**config.mk**
```make
export PLATFORM = sky130hd
export DESIGN_NAME = fir_decim_stage
export DESIGN_NICKNAME = d
export VERILOG_FILES = /design/src/rtl/fir_decim_pkg.sv /design/src/rtl/fir_decim_mac.sv /design/src/rtl/fir_decim_stage.sv
export SDC_FILE = /design/constraint.sdc
export NUM_CORES = 1
export LEC_CHECK = 0
export ABC_CLOCK_PERIOD_IN_PS = 6950
export CAP_MARGIN = 40
export CORE_ASPECT_RATIO = 0.6
export CORE_MARGIN = 2
export CORE_UTILIZATION = 30
export DETAILED_ROUTE_END_ITERATION = 8
export PLACE_DENSITY_LB_ADDON = 0.3
export RECOVER_POWER = 25
export SLEW_MARGIN = 10
export SYNTH_ARGS = -nofsm -noshare
export SYNTH_HDL_FRONTEND = slang
export SYNTH_SLANG_ARGS = --single-unit
```
**constraint.sdc**
```tcl
create_clock -name clk_in -period 6.95 [get_ports clk_in]
set_input_delay 1.39 -clock clk_in [delete_from_list [all_inputs] [get_ports clk_in]]
set_output_delay 1.39 -clock clk_in [all_outputs]
set_load 0.05 [all_outputs]
```
**src/rtl/fir_decim_pkg.sv**
```systemverilog
// Shared types and coefficients for the decimate-by-2 half-band FIR stage.
package fir_decim_pkg;

  localparam int COEF_W    = 16;
  localparam int COEF_FRAC = 15;

  typedef logic signed [COEF_W-1:0] coef_t;

  // Half-band Q1.15 taps: every second tap away from the centre is zero, DC gain is exactly 1.0.
  localparam coef_t HALFBAND_COEFS [15] = '{
    -16'sd158, 16'sd0, 16'sd770,   16'sd0, -16'sd2470, 16'sd0, 16'sd10050,
     16'sd16384,
     16'sd10050, 16'sd0, -16'sd2470, 16'sd0, 16'sd770,  16'sd0, -16'sd158
  };

  typedef enum logic [1:0] {
    IDLE,
    MAC,
    OUT
  } state_e;

endpackage

```
**src/rtl/fir_decim_mac.sv**
```systemverilog
// Signed multiply-accumulate used by the FIR stage: one product per enabled cycle.
module fir_decim_mac
  import fir_decim_pkg::*;
#(
  parameter int SAMPLE_W = 16,
  parameter int ACC_W    = 36
) (
  input  logic                      clk_i,
  input  logic                      rst_ni,
  input  logic                      clear_i,
  input  logic                      enable_i,
  input  logic signed [SAMPLE_W-1:0] sample_i,
  input  coef_t                     coef_i,
  output logic signed [ACC_W-1:0]   acc_o
);

  localparam int PROD_W = SAMPLE_W + COEF_W;

  logic signed [PROD_W-1:0] product;
  logic signed [ACC_W-1:0]  product_ext;
  logic signed [ACC_W-1:0]  acc_q;

  assign product     = sample_i * coef_i;
  assign product_ext = {{(ACC_W-PROD_W){product[PROD_W-1]}}, product};

  always_ff @(posedge clk_i or negedge rst_ni) begin
    if (!rst_ni) begin
      acc_q <= '0;
    end else if (clear_i) begin
      acc_q <= '0;
    end else if (enable_i) begin
      acc_q <= acc_q + product_ext;
    end
  end

  assign acc_o = acc_q;

endmodule

```
**src/rtl/fir_decim_stage.sv**
```systemverilog
// Decimate-by-2 half-band FIR stage: tap line, phase counter, MAC sequencer and output saturation.
// Define FIR_DECIM_ROUND_EN to round half up before the Q1.15 shift instead of truncating.
module fir_decim_stage
  import fir_decim_pkg::*;
#(
  parameter int WIDTH      = 16,
  parameter int NUM_TAPS   = 15,
  parameter int DECIMATION = 2
) (
  input  logic                    clk_in,
  input  logic                    rst_in,
  input  logic signed [WIDTH-1:0] audio_in,
  input  logic                    audio_sample_valid,
  output logic signed [WIDTH-1:0] dec_output,
  output logic                    dec_output_ready
);

  localparam int ACC_W = WIDTH + COEF_W + $clog2(NUM_TAPS);
  localparam int K_W   = $clog2(NUM_TAPS);
  localparam int PH_W  = (DECIMATION > 1) ? $clog2(DECIMATION) : 1;

  localparam logic signed [ACC_W-1:0] SAT_MAX = ACC_W'((1 << (WIDTH-1)) - 1);
  localparam logic signed [ACC_W-1:0] SAT_MIN = ~SAT_MAX;

  state_e                  state_q, state_d;
  logic signed [WIDTH-1:0] taps_q [NUM_TAPS];
  logic signed [WIDTH-1:0] taps_d [NUM_TAPS];
  logic [PH_W-1:0]         phase_q, phase_d;
  logic [K_W-1:0]          k_q, k_d;
  logic                    pend_valid_q, pend_valid_d;
  logic signed [WIDTH-1:0] pend_sample_q, pend_sample_d;
  logic                    overflow_q, overflow_d;
  logic signed [WIDTH-1:0] out_q, out_d;
  logic                    ready_q, ready_d;

  logic                    mac_clear, mac_en, shift_en;
  logic signed [WIDTH-1:0] shift_sample;
  logic signed [WIDTH-1:0] cur_tap;
  coef_t                   cur_coef;
  logic signed [ACC_W-1:0] acc, rounded, shifted;
  logic signed [WIDTH-1:0] sat_value;

  assign cur_tap  = taps_q[k_q];
  assign cur_coef = HALFBAND_COEFS[k_q];

  fir_decim_mac #(
    .SAMPLE_W(WIDTH),
    .ACC_W   (ACC_W)
  ) u_mac (
    .clk_i   (clk_in),
    .rst_ni  (rst_in),
    .clear_i (mac_clear),
    .enable_i(mac_en),
    .sample_i(cur_tap),
    .coef_i  (cur_coef),
    .acc_o   (acc)
  );

`ifdef FIR_DECIM_ROUND_EN
  localparam logic signed [ACC_W-1:0] ROUND_HALF = ACC_W'(1) << (COEF_FRAC-1);
  assign rounded = acc + ROUND_HALF;
`else
  assign rounded = acc;
`endif

  assign shifted   = rounded >>> COEF_FRAC;
  assign sat_value = (shifted > SAT_MAX) ? SAT_MAX[WIDTH-1:0] :
                     (shifted < SAT_MIN) ? SAT_MIN[WIDTH-1:0] : shifted[WIDTH-1:0];

  // Valids that arrive while busy park in a single pending slot; a second one is lost and flagged.
  always_comb begin
    state_d       = state_q;
    taps_d        = taps_q;
    phase_d       = phase_q;
    k_d           = k_q;
    pend_valid_d  = pend_valid_q;
    pend_sample_d = pend_sample_q;
    overflow_d    = overflow_q;
    out_d         = out_q;
    ready_d       = 1'b0;
    mac_clear     = 1'b0;
    mac_en        = 1'b0;
    shift_en      = 1'b0;
    shift_sample  = audio_in;

    case (state_q)
      IDLE: begin
        if (pend_valid_q) begin
          shift_en     = 1'b1;
          shift_sample = pend_sample_q;
          pend_valid_d = 1'b0;
          if (audio_sample_valid) begin
            pend_valid_d  = 1'b1;
            pend_sample_d = audio_in;
          end
        end else if (audio_sample_valid) begin
          shift_en = 1'b1;
        end
      end
      MAC: begin
        mac_en = 1'b1;
        k_d    = k_q + K_W'(1);
        if (k_q == K_W'(NUM_TAPS-1)) begin
          state_d = OUT;
        end
      end
      OUT: begin
        out_d   = sat_value;
        ready_d = 1'b1;
        state_d = IDLE;
      end
      default: state_d = IDLE;
    endcase

    if (state_q != IDLE && audio_sample_valid) begin
      if (pend_valid_q) begin
        overflow_d = 1'b1;
      end else begin
        pend_valid_d  = 1'b1;
        pend_sample_d = audio_in;
      end
    end

    // The sample completing a decimation period kicks off the filter evaluation.
    if (shift_en) begin
      taps_d[0] = shift_sample;
      for (int i = 1; i < NUM_TAPS; i++) begin
        taps_d[i] = taps_q[i-1];
      end
      if (phase_q == PH_W'(DECIMATION-1)) begin
        phase_d   = '0;
        state_d   = MAC;
        k_d       = '0;
        mac_clear = 1'b1;
      end else begin
        phase_d = phase_q + PH_W'(1);
      end
    end
  end

  always_ff @(posedge clk_in or negedge rst_in) begin
    if (!rst_in) begin
      state_q       <= IDLE;
      taps_q        <= '{default: '0};
      phase_q       <= '0;
      k_q           <= '0;
      pend_valid_q  <= 1'b0;
      pend_sample_q <= '0;
      overflow_q    <= 1'b0;
      out_q         <= '0;
      ready_q       <= 1'b0;
    end else begin
      state_q       <= state_d;
      taps_q        <= taps_d;
      phase_q       <= phase_d;
      k_q           <= k_d;
      pend_valid_q  <= pend_valid_d;
      pend_sample_q <= pend_sample_d;
      overflow_q    <= overflow_d;
      out_q         <= out_d;
      ready_q       <= ready_d;
    end
  end

  assign dec_output       = out_q;
  assign dec_output_ready = ready_q;

endmodule

```
# Word-level counts from Yosys, hierarchy flattened
# Memory sizes are Yosys's and may differ from the RTL's.
# Cells that the tools add are included.
[totals]
regBits = 317
latchBits = 0
mem_bits_rw = 0
mem_bits_ro = 256
input_bits = 19
out_inout_bits = 17
wordCells = 74
mem_count = 1
[op_classes]
addsub = 3
n_mul = 1
div = 0
n_lt_le_gt_ge = 3
n_eq_ne = 3
shifts = 0
muxes = 35
n_bitwise = 1
reduce_logical = 4
[mem_list]
columns = ["name", "depth", "width", "rd", "rd_clocked_by_memory_dff", "wr", "line", "source"]
rows = [
  ["(name not given)", 16, 16, 1, 0, 0, "fir_decim_stage.sv:44", "assign cur_coef = HALFBAND_COEFS[k_q];"],
]
[op_table]
columns = ["cell", "n"]
rows = [
  ["16-bit two-way mux", 13],
  ["36-bit two-way mux", 2],
  ["16-bit binary-select mux with 4-bit select", 1],
  ["36-bit by 32-bit adder with 36-bit output", 1],
  ["16-bit by 16-bit multiplier with 32-bit output", 1],
  ["21-bit by 16-bit greater-than comparator with 1-bit output (second input constant)", 1],
  ["21-bit by 16-bit < comparator with 1-bit output (second input constant)", 1],
  ["1-bit two-way mux", 12],
  ["4-bit two-way mux", 3],
  ["2-bit two-way mux", 3],
  ["5-bit >= comparator (second input constant)", 1],
  ["4-bit inverter with 5-bit output", 1],
  ["4-bit by 1-bit adder with 4-bit output (second input constant)", 1],
  ["4-bit equality test (second input constant)", 1],
  ["2-bit case mux with 2 select lines", 1],
  ["2-bit nonzero test", 2],
  ["2-bit by 1-bit equality test with 1-bit output (second input constant)", 1],
  ["2-bit equality test (second input constant)", 1],
  ["2-bit logical NOT", 1],
  ["1-bit adder (second input constant)", 1],
  ["1-bit logical AND", 1],
]

# Depth between registers and ports, before layout
[depth]
word_depth = 8
ltp_mapped = 33
depth_no_buf = 29

# By module
# A second synthesis with hierarchy kept.
[hier_totals]
hier_cells = 2306
area_unflattened_um2 = 25959.9
[modules_own_cells]
columns = ["mod", "n_inst", "cells_each", "area_per_inst_um2", "seq_area_each_um2"]
rows = [
  ["fir_decim_mac", 1, 1396, 13136.3, 900.9],
  ["fir_decim_stage", 1, 910, 12823.5, 7031.7],
]

# Least setup slack after synthesis
# No wires, ideal clock.
[synth_timing]
path_kind = "reg2reg"
start = "reg k_q[0]"
end = "reg u_mac.acc_q[31] (netlist: u_mac.acc_o[31])"
arrival_time_ns = 6.860
setup_slack_ns = -0.036
stages_incl_launch_ff = 32
n_path_buf = 4
period_less_slack_ns = 6.986
path_cell_list = "dfrtp_1 > buf_2 > buf_6 > inv_2 > nor2_2 > buf_2 > a21oi_1 > o21ai_0 > o311ai_0 > o31ai_1 > nand2_1 > inv_1 > fa_1 > inv_1 > fa_1 > fa_1 > inv_1 > fa_1 > fa_1 > inv_1 > fa_1 > inv_1 > ha_1 > buf_2 > a211oi_1 > o21ai_0 > a221o_1 > nor3b_1 > o21ai_0 > a31oi_1 > xor2_1 > o21ai_0"
[synth_between]
elab_chain_cells = 8
word_cells_on_any_way = 11
cone_classes = "1 x add/sub; 1 x mul; 7 x mux; 1 x bitwise; 1 x memory"
[synth_lines]
columns = ["element", "line", "source"]
rows = [
  ["start: declaration", "fir_decim_stage.sv:29", "logic [K_W-1:0] k_q, k_d;"],
  ["start signal: assignment", "fir_decim_stage.sv:156", "k_q <= k_d;"],
  ["4-bit inverter with 5-bit output (not written as such) *", "fir_decim_stage.sv:43, fir_decim_stage.sv:44", ""],
  ["memory read 16 x 16 bit or 16-bit binary-select mux with 4-bit select (tied branches)", "n/a", ""],
  ["16-bit two-way mux, on equally long branches (2 in a row)", "fir_decim_stage.sv:44, fir_decim_stage.sv:43", ""],
  ["16-bit by 16-bit multiplier with 32-bit output *", "fir_decim_mac.sv:23", "assign product = sample_i * coef_i;"],
  ["36-bit by 32-bit adder with 36-bit output *", "fir_decim_mac.sv:32", "acc_q <= acc_q + product_ext;"],
  ["36-bit two-way mux *", "fir_decim_mac.sv:31", "end else if (enable_i) begin"],
  ["36-bit two-way mux *", "fir_decim_mac.sv:29", "end else if (clear_i) begin"],
  ["end signal: assignment", "fir_decim_mac.sv:32", ""],
  ["end: declaration", "fir_decim_mac.sv:21", "logic signed [ACC_W-1:0] acc_q;"],
]
# Every way passes the cells marked *; elsewhere a longest branch is shown, timed or not. The select of a mux whose other input is x is not followed.
# A chain may end at the register's enable or synchronous reset.

# Worst setup path after layout
[layout_timing]
start = "reg k_q[0]"
end = "reg u_mac.acc_q[22] (netlist: u_mac.acc_o[22])"
# Same word-level chain as after synthesis.

==> results.toml <==
[die]
die-area_mm2 = 0.0824
core_mm2 = 0.0794
initial_core_util_pct = 30.3
row_count = 80
die_w_um = 369
pin_count = 36
die_h_um = 223

[layout]
nFillCells = 7938
layout.cells.non_filler = 3979
area_delta_synth_final_pct = 25.8
antenna_cells = 0
final_util_pct = 38.1
num-nets-final = 3291
drive_gt1_share_pct = 21.5

[worst_hold_path]
whs_path_depth = 2
hp-class = "flip-flop to flip-flop"
hp-start = "taps_q[5]$_DFFE_PN0P_"
min_to = "taps_q[5]$_DFFE_PN0P_"

[global_routing]
grt_start_max_net_pins = 227
grt_first_pass_wirelength_um = 106000
antenna_found_initial = 0
track_usage_pct = 16.3
grt_pass1_vias = 18300
gr-total-overflow = 0

[routing]
vias_per_cell = 4.59
first_pass_iters = 5
drt_iter0_drc = 1540
routedWlPerCell_um = 16.2
vias = 18300
ant_nets = 0
wirelength_um = 64400
route.detailed.drc = 0

[timing]
setup_slack_ns = -0.190
tns_ns = -1.48
period_needed_ns = 7.14
timing.final.crit_share_pct = 103
holdWs_ns = 0.476
final-hold-violation-count = 0
timing.fmax_mhz = 140
drv_slew = 198
max-slew-margin-rel_pct = -197
setup_viol = 13
tightest_slew_ns = 4.46
skew_ns = 0.0315
rsz0062_at_grt = "true"

[placed_design]
hpwl_um = 47100
gp_congestion = 0.872
dp_cells = 3893
port_buffers = 35

[synthesis]
synth_top_flop_cell = "dfrtp_1"
ys_async_sr_fraction_pct = 100
ys_types = 67
syn_nets = 3002
syn_area_mm2 = 0.0240
avgSynthCellArea_um2 = 9.24
synth_edf_count = 0
ys_seq_area_share_pct = 32.9
yosysWarnings = 0
syn_inst = 2600
ys_ff_latch = 316

[critical_path]
r2r_start = "k_q[0]$_DFF_PN0_"
cp-end-kind = "flip-flop"
required_ns = 7.40
start_kind = "flip-flop"
cp.arrival_ns = 7.59
rrSetupSlack_ns = -0.19
r2r_end = "u_mac.acc_o[22]$_DFFE_PN0P_"
cp_max_fo = 6
ff2ff_path_depth = 26
crit_type = "flip-flop to flip-flop"

[clock_tree]
htree_levels = 2
clk_latency_ns = 0.58
cts.sinks = 316
path_clk_slew_ns = 0.07
cts_max_path_buffers = 3
cts_tree = "built"
cts_buffers = 34
cts_root_buf = "clkbuf_16"

[run_status]
run_status = "finished with violations"
violations = "max-capacitance violations, max-slew violations, negative setup slack"

[job]
cap_violations = 2
## metrics by stage
step           setup WS (ns)  instance area (um^2)
5_1_grt               -0.409                 30200
4_1_cts               -0.142                 29700
6_report              -0.190                 30200
2_1_floorplan         0.0288                 24000
3_5_place_dp          -0.442                 27900
3_3_place_gp          -0.435                 27800
## logic make-up (layout without fill, tap and decap cells)
group           Yosys count  after routing  synth area share [%]
simple gates           1001           1001                  17.2
buf+inv                 468            781                  7.55
fa+ha+maj               383            383                  27.6
flops                   316            316                  32.9
compound gates          295            295                  7.40
mux                     101            101                  6.02
xor+xnor                 36             36                  1.31
## Yosys cell counts, drive strengths merged, types with 2 or more instances
cell	n	share of area (%)
nand2	800	13
inv	354	5.5
dfrtp	316	33
fa	246	21
ha	137	7.1
o21ai	105	2.2
clkbuf	85	1.3
a21oi	81	1.7
and2	71	1.9
nor2	58	0.92
mux2i	51	2.1
mux4	33	3.1
buf	28	0.67
o22ai	26	0.68
xnor2	24	0.88
nor2b	19	0.49
a21o	17	0.54
mux2	17	0.80
xor2	12	0.44
nand3	10	0.21
o221ai	10	0.39
nand2b	8	0.21
nor3	8	0.21
o311ai	8	0.29
nor4	7	0.18
o31ai	7	0.22
a211oi	6	0.21
a22o	6	0.22
nand4	6	0.16
o21bai	6	0.19
a31oi	5	0.13
and3	5	0.14
o211ai	5	0.16
a31o	2	0.073
nor3b	2	0.062
or2	2	0.052
or3	2	0.073
## cells in the final DEF (no fill, tap or decap), drive strengths merged, types with 19 or more instances in the layout
cell type        n
a21oi           81
and2            71
buf            325
clkbuf          58
clkdlybuf4s50   33
dfrtp          316
fa             246
ha             137
inv            355
mux2i           51
mux4            33
nand2          800
nor2            58
nor2b           19
o21ai          105
o22ai           26
xnor2           24
## worst max-delay path by stage
stage	start	end	slack (ns)	depth (start not counted)
final	k_q[0]$_DFF_PN0_	u_mac.acc_o[22]$_DFFE_PN0P_	-0.19	26
after global routing	k_q[0]$_DFF_PN0_	u_mac.acc_o[22]$_DFFE_PN0P_	-0.41	27
after CTS	k_q[0]$_DFF_PN0_	u_mac.acc_o[30]$_DFFE_PN0P_	-0.14	27
after detailed placement	k_q[0]$_DFF_PN0_	u_mac.acc_o[30]$_DFFE_PN0P_	-0.44	29
after global placement	k_q[0]$_DFF_PN0_	u_mac.acc_o[31]$_DFFE_PN0P_	-0.43	28
after floorplan	k_q[0]$_DFF_PN0_	u_mac.acc_o[31]$_DFFE_PN0P_	0.03	31
## metal layers
metal | global-route usage [%] | vias to the layer above | part of all wire, %
met5 | 0 | - | 0
met1 | 28.0 | 8978 | 56
li1 | - | 8793 | -
met2 | 19.6 | 444 | 36
met4 | 2.42 | 0 | 0.97
met3 | 4.11 | 44 | 7.6
## worst max-delay path, cell delays in order, from the launching register on
cell,delay [ns]
dfrtp_4,0.54
buf_12,0.16
buf_16,0.14
buf_12,0.13
mux2i_1,0.17
nor2_2,0.08
o311ai_2,0.25
o31ai_2,0.14
buf_4,0.16
and2_4,0.14
buf_6,0.11
fa_1,0.51
inv_2,0.04
fa_1,0.50
inv_2,0.04
fa_1,0.55
fa_2,0.45
fa_1,0.50
fa_1,0.51
ha_4,0.33
nand4_1,0.13
or3_4,0.46
a211oi_4,0.26
nor3_4,0.11
o2111ai_1,0.21
o311ai_1,0.13
a22o_1,0.22
## sequential cells by signal (all words and copies together) (netlist names)
signal	flops
dec_output	16
dec_output_ready	1
k_q	4
pend_sample_q	16
pend_valid_q	1
phase_q	1
state_q	2
taps_q	240
u_mac.acc_o	35
## cell type report
type	instances	area, um^2	share of cell area, %
Sequential cell	316	7910	26.2
Tap cell	1066	1330	4.41
Inverter	355	1340	4.44
Timing Repair Buffer	366	3320	11.0
Multi-Input combinational cell	1816	15200	50.3
Clock inverter	9	91.3	0.302
Clock buffer	51	1010	3.36
## timing repair
item / CTS / global route
hold buffers: 0 / 0
setup buffers: 17 / 7
cloned: 4 / 1
resized for setup: 120 / 152
pin swaps: 33 / 64
setup endpoints to repair: 17 / 21
Power is not shown: default switching activity piles up to over one toggle a cycle in this logic, so the estimate is an artifact.
